===== src/rtl/median3_stream_filter_pkg.sv =====
// Shared constants and state encoding for the streaming median-of-3 filter.
package median3_stream_filter_pkg;

    localparam int DW_DEF      = 4;
    localparam int FRAME_CNT_W = 16;

    typedef enum logic [1:0] {
        IDLE  = 2'd0,
        RUN   = 2'd1,
        FLUSH = 2'd2
    } state_t;

endpackage


===== src/rtl/median3_stream_filter_median.sv =====
// Combinational 3-input median finder built from magnitude comparators.
// Tie-safe: equal inputs always resolve to that shared value.
module Comparator2
    import median3_stream_filter_pkg::*;
#(
    parameter int DW = DW_DEF
) (
    input  logic [DW-1:0] i_a,
    input  logic [DW-1:0] i_b,
    output logic          o_gt
);

    assign o_gt = (i_a > i_b);

endmodule

module MedianFinder_3num
    import median3_stream_filter_pkg::*;
#(
    parameter int DW = DW_DEF
) (
    input  logic [DW-1:0] i_a,
    input  logic [DW-1:0] i_b,
    input  logic [DW-1:0] i_c,
    output logic [DW-1:0] o_med
);

    logic w_ab;
    logic w_bc;
    logic w_ac;

    Comparator2 #(.DW(DW)) u_cmp_ab (.i_a(i_a), .i_b(i_b), .o_gt(w_ab));
    Comparator2 #(.DW(DW)) u_cmp_bc (.i_a(i_b), .i_b(i_c), .o_gt(w_bc));
    Comparator2 #(.DW(DW)) u_cmp_ac (.i_a(i_a), .i_b(i_c), .o_gt(w_ac));

    // b sits between a and c when both comparisons agree; otherwise a is the
    // median exactly when it beats one neighbour but not the other.
    assign o_med = (w_ab == w_bc) ? i_b :
                   (w_ab != w_ac) ? i_a : i_c;

endmodule


===== src/rtl/median3_stream_filter.sv =====
// Streaming median-of-3 filter with replicate padding at frame edges and a
// single registered output slot on a valid/ready handshake.
module median3_stream_filter
    import median3_stream_filter_pkg::*;
#(
    parameter int DW = DW_DEF
) (
    input  logic                   clk,
    input  logic                   rst_n,
    input  logic                   in_valid,
    output logic                   in_ready,
    input  logic [DW-1:0]          in_data,
    input  logic                   in_last,
    output logic                   out_valid,
    input  logic                   out_ready,
    output logic [DW-1:0]          out_data,
    output logic                   out_last,
    output logic [FRAME_CNT_W-1:0] frame_cnt
);

    localparam logic [FRAME_CNT_W-1:0] CNT_ONE = {{(FRAME_CNT_W-1){1'b0}}, 1'b1};

    state_t                  r_state;
    logic [DW-1:0]           r_prev;
    logic [DW-1:0]           r_cur;
    logic                    r_out_valid;
    logic [DW-1:0]           r_out_data;
    logic                    r_out_last;
    logic [FRAME_CNT_W-1:0]  r_frame_cnt;

    logic                    w_free;
    logic                    w_xfer;
    logic [DW-1:0]           w_med_c;
    logic [DW-1:0]           w_med;

    assign w_free   = !r_out_valid || out_ready;
    // rst_n is folded in so the block refuses samples while held in reset.
    assign in_ready = rst_n && w_free && (r_state != FLUSH);
    assign w_xfer   = in_valid && in_ready;

    // In FLUSH the missing right neighbour is padded by repeating cur.
    assign w_med_c = (r_state == FLUSH) ? r_cur : in_data;

    MedianFinder_3num #(.DW(DW)) u_median (
        .i_a   (r_prev),
        .i_b   (r_cur),
        .i_c   (w_med_c),
        .o_med (w_med)
    );

    always_ff @(posedge clk or negedge rst_n) begin
        if (!rst_n) begin
            r_state     <= IDLE;
            r_prev      <= '0;
            r_cur       <= '0;
            r_out_valid <= 1'b0;
            r_out_data  <= '0;
            r_out_last  <= 1'b0;
            r_frame_cnt <= '0;
        end else begin
            r_out_valid <= r_out_valid && !out_ready;
            case (r_state)
                IDLE: begin
                    if (w_xfer) begin
                        if (in_last) begin
                            r_out_valid <= 1'b1;
                            r_out_data  <= in_data;
                            r_out_last  <= 1'b1;
                            r_frame_cnt <= r_frame_cnt + CNT_ONE;
                        end else begin
                            r_prev  <= in_data;
                            r_cur   <= in_data;
                            r_state <= RUN;
                        end
                    end
                end
                RUN: begin
                    if (w_xfer) begin
                        r_out_valid <= 1'b1;
                        r_out_data  <= w_med;
                        r_out_last  <= 1'b0;
                        r_prev      <= r_cur;
                        r_cur       <= in_data;
                        if (in_last) begin
                            r_state <= FLUSH;
                        end
                    end
                end
                FLUSH: begin
                    if (w_free) begin
                        r_out_valid <= 1'b1;
                        r_out_data  <= w_med;
                        r_out_last  <= 1'b1;
                        r_frame_cnt <= r_frame_cnt + CNT_ONE;
                        r_state     <= IDLE;
                    end
                end
                default: r_state <= IDLE;
            endcase
        end
    end

    assign out_valid = r_out_valid;
    assign out_data  = r_out_data;
    assign out_last  = r_out_last;
    assign frame_cnt = r_frame_cnt;

endmodule

===== config.mk =====
export PLATFORM = sky130hd
export DESIGN_NAME = median3_stream_filter
export DESIGN_NICKNAME = d
export VERILOG_FILES = /design/src/rtl/median3_stream_filter_pkg.sv /design/src/rtl/median3_stream_filter_median.sv /design/src/rtl/median3_stream_filter.sv
export SDC_FILE = /design/constraint.sdc
export NUM_CORES = 1
export LEC_CHECK = 0
export CAP_MARGIN = 40
export CELL_PAD_IN_SITES_DETAIL_PLACEMENT = 1
export CELL_PAD_IN_SITES_GLOBAL_PLACEMENT = 1
export CORE_ASPECT_RATIO = 0.5
export CORE_MARGIN = 2
export CORE_UTILIZATION = 43
export CTS_BUF_LIST = sky130_fd_sc_hd__clkbuf_8
export CTS_CLUSTER_DIAMETER = 30
export DETAILED_ROUTE_END_ITERATION = 8
export GPL_TIMING_DRIVEN = 0
export HOLD_SLACK_MARGIN = 0.05
export PLACE_DENSITY_LB_ADDON = 0.1
export SETUP_SLACK_MARGIN = 0.5
export SLEW_MARGIN = 20
export SYNTH_ARGS = -nofsm -noshare
export SYNTH_HDL_FRONTEND = slang
export SYNTH_SLANG_ARGS = --single-unit

===== constraint.sdc =====
create_clock -name clk -period 3.77 [get_ports clk]
set_input_delay 0.9425 -clock clk [delete_from_list [all_inputs] [get_ports clk]]
set_output_delay 0.9425 -clock clk [all_outputs]
set_load 0.02 [all_outputs]

==> flow_summary.json <==
{
  "hold_path.class": "register to register",
  "fp.coreArea_sq_um": 4842,
  "startpoint_type": "primary input",
  "synth-async-reset-ratio_pct": 100.0,
  "syn-mean-instance-area_sq_um": 9.277,
  "clock-sinks": 32,
  "grt_setup_unrepaired": "false",
  "cp.required_ns": 3.94,
  "outcome": "complete, no violations",
  "max_stage_delay_ns": 0.35,
  "yosys.cell_types.count": 48,
  "drtPass1Iterations": 4,
  "fmax_ghz": 0.3174,
  "first_global_vias": 1893,
  "place_congestion": 0.7936,
  "syn_nets": 251,
  "ios": 32,
  "fin_skew_ns": 0.002948,
  "drive_gt1_share_pct": 12.32,
  "overflow": 0,
  "initialDrtViolationCount": 58,
  "netlist_instances": 229,
  "path_class": "primary input to register",
  "grt_pass1_wl_um": 9363,
  "dieArea_sq_um": 5553,
  "die_height_um": 53.71,
  "synth-seq-cells": 32,
  "tritoncts": "done",
  "ir_drop_v": 0.0004976,
  "fill_cells": 590,
  "avgViaCountPerCell": 5.416,
  "yosysSeqAreaShare_pct": 37.69,
  "numCtsBuffers": 5,
  "via_count": 1874,
  "p_per_area_nw_per_um2": 905.8,
  "placement.io_buffers": 30,
  "worst_setup_path_end_kind": "register",
  "drv_slew": 0,
  "grt.total_usage_pct": 22.50,
  "hold_ws_ns": 0.4801,
  "rows": 18,
  "cts_max_level": 2,
  "ys.flop_type": "dfrtp_1",
  "diodes": 0,
  "synth.cell_area_sq_um": 2125,
  "finalWirelength_um": 5780,
  "p_leak_nw": 1.200,
  "setup_ws_ns": 0.6192,
  "antenna_left": 0,
  "period_needed_ns": 3.151,
  "holdBufCountCts": 0,
  "critPathMaxFanout": 6,
  "clkSlewWorstSetupHoldPaths_ns": 0.06,
  "die_w_um": 103.4,
  "total_power_mw": 2.457,
  "critPathSlowestCell": "maj3_1",
  "setup_viol": 0,
  "synth_edf_count": 0,
  "clockBufferDepth": 2,
  "antenna_found_initial": 0,
  "hold_violations": 0,
  "worstPathArrival_ns": 3.32,
  "place_inst": 330,
  "root_buffer": "clkbuf_8",
  "initial_utilization_pct": 43.88,
  "fin_nets": 298,
  "grt_max_degree": 19,
  "period_share_pct": 83.58,
  "yosysWarnings": 0,
  "fin_util_pct": 56.02,
  "slew-limit-headroom_pct": 53.70,
  "fin_cells": 346,
  "clk_latency_ns": 0.29,
  "worst_pin_slew_ns": 0.6898,
  "dp_slack_ns": -0.1549,
  "path_cells": "buf_2 > mux2_4 > ha_1 > or2_2 > maj3_1 > o211a_1 > nand3b_1 > o21ai_2 > a22o_1 > a221o_1",
  "area_growth_pct": 27.68,
  "maxCapViolations": 0,
  "drc": 0,
  "post_drt_wl_per_cell_um": 16.71,
  "hpwl_um": 4318
}
-- cells in the mapped netlist, drive strengths merged, types with 2 or more instances --
| master | number | area (sq um) |
|---|---|---|
| a311oi | 2 | 41.29 |
| a32oi | 3 | 26.28 |
| dfrtp | 32 | 800.8 |
| nand4 | 5 | 31.28 |
| o211a | 2 | 20.02 |
| xor2 | 2 | 17.52 |
| and3 | 5 | 31.28 |
| nor2 | 9 | 33.78 |
| and3b | 2 | 17.52 |
| nor3 | 6 | 30.03 |
| a22o | 3 | 26.28 |
| buf | 3 | 13.76 |
| xnor2 | 16 | 140.1 |
| nand3 | 8 | 40.04 |
| a31oi | 2 | 12.51 |
| a22oi | 2 | 15.01 |
| o21ai | 21 | 108.9 |
| o211ai | 2 | 15.01 |
| a21o | 3 | 22.52 |
| mux2 | 5 | 56.30 |
| nand2b | 5 | 31.28 |
| and2 | 2 | 12.51 |
| a21oi | 9 | 45.04 |
| ha | 13 | 162.7 |
| mux2i | 8 | 80.08 |
| nor2b | 2 | 12.51 |
| nand2 | 24 | 90.09 |
| inv | 13 | 48.80 |
| or3b | 2 | 17.52 |
| o21bai | 2 | 15.01 |
| or2 | 2 | 12.52 |
| clkbuf | 4 | 15.01 |
-- power breakdown --
part	switching, mW	internal, mW	total [mW]
logic	0.898	0.709	1.61
registers	0.145	0.458	0.603
clock network	0.124	0.123	0.246
-- layout by cell type, fill, tap and decap left out, types with 2 or more instances in the layout --
| cell type | instances |
|---|---|
| a21o_1 | 3 |
| a21oi_1 | 9 |
| a22o_1 | 3 |
| a22oi_1 | 2 |
| a31oi_1 | 2 |
| a32oi_1 | 3 |
| and2_1 | 2 |
| and3_1 | 5 |
| and3b_1 | 2 |
| buf_2 | 3 |
| buf_4 | 9 |
| clkbuf_1 | 4 |
| clkbuf_8 | 5 |
| clkdlybuf4s50_1 | 25 |
| dfrtp_1 | 32 |
| dlymetal6s2s_1 | 2 |
| ha_1 | 12 |
| inv_1 | 13 |
| mux2_2 | 4 |
| mux2i_1 | 8 |
| nand2_1 | 24 |
| nand2b_1 | 5 |
| nand3_1 | 8 |
| nand4_1 | 5 |
| nor2_1 | 9 |
| nor2b_1 | 2 |
| nor3_1 | 5 |
| o211a_1 | 2 |
| o211ai_1 | 2 |
| o21ai_0 | 18 |
| o21ai_1 | 2 |
| o21bai_1 | 2 |
| xnor2_1 | 16 |
| xor2_1 | 2 |
-- sequential cells by signal, indices dropped and copies added (netlist names) --
| register | count |
|---|---|
| r_state | 2 |
| r_cur | 4 |
| r_prev | 4 |
| out_valid | 1 |
| frame_cnt | 16 |
| out_last | 1 |
| out_data | 4 |
-- critical path: cells and delay by family --
family                   cells  cell delay [ns]
AO/OA/AOI/OAI                4             0.91
buffers and inverters        1             0.14
multiplexers                 1             0.30
AND/OR/NAND/NOR              2             0.40
adder cells (fa/ha/maj)      2             0.63
-- metal layers --
layer	wire length [um]	up-vias	part of all wire, %	GRT usage, %
li1	-	914	-	-
met1	2672	904	46	28.82
met2	2736	44	47	38.39
met3	256	12	4.4	4.805
met4	115	0	2.0	7.675
met5	0	-	0	0
-- stage by stage --
| stage | cell area (sq um) | TNS [ns] |
|---|---|---|
| 2_1_floorplan | 2125 | 0 |
| 3_3_place_gp | 2512 | -8.773 |
| 3_5_place_dp | 2535 | -0.3897 |
| 4_1_cts | 2666 | 0 |
| 5_1_grt | 2713 | 0 |
| 6_report | 2713 | 0 |
-- kinds of logic (layout without fill, tap and decap cells) --
logic type / after synthesis / count (layout) / share of synthesized area (%)
AND/OR/NAND/NOR: 75 / 75 / 18.02
AO/OA/AOI/OAI: 57 / 57 / 18.67
flip-flops: 32 / 32 / 37.69
buffers and inverters: 20 / 67 / 3.651
XOR/XNOR: 18 / 18 / 7.420
adder cells (fa/ha/maj): 14 / 14 / 8.127
multiplexers: 13 / 13 / 6.419
-- final timing paths --
check	from	endpoint	slack [ns]	depth (start not counted)
setup reg to reg	r_state[1]	out_data[1]	0.66	11
setup / recovery	in_data[0]	out_data[1]	0.62	10
min in group asynchronous	rst_n	frame_cnt[3]	0.59	1
hold / removal	frame_cnt[15]	frame_cnt[15]	0.48	1
max in group asynchronous	rst_n	out_data[0]	2.75	2
hold reg to reg	frame_cnt[15]	frame_cnt[15]	0.48	1
-- layout make-up --
cell class / instances / area [sq um] / area share [%]
inverter: 13 / 48.80 / 1.799
tap: 70 / 87.58 / 3.229
multi-input combinational: 177 / 1270 / 46.82
clock inverter: 2 / 8.758 / 0.3229
buffer: 7 / 38.79 / 1.430
sequential: 32 / 800.8 / 29.52
timing repair buffer: 40 / 389.1 / 14.35
clock buffer: 5 / 68.82 / 2.537
-- what timing repair did --
action,4_1_cts,5_1_grt
cloned,0,0
gates resized for setup,10,7
endpoints found under the hold margin,0,0
setup buffers,4,5
endpoints found under the setup margin,5,4
pin swaps,2,3
Power figures use the tool's default switching activity.
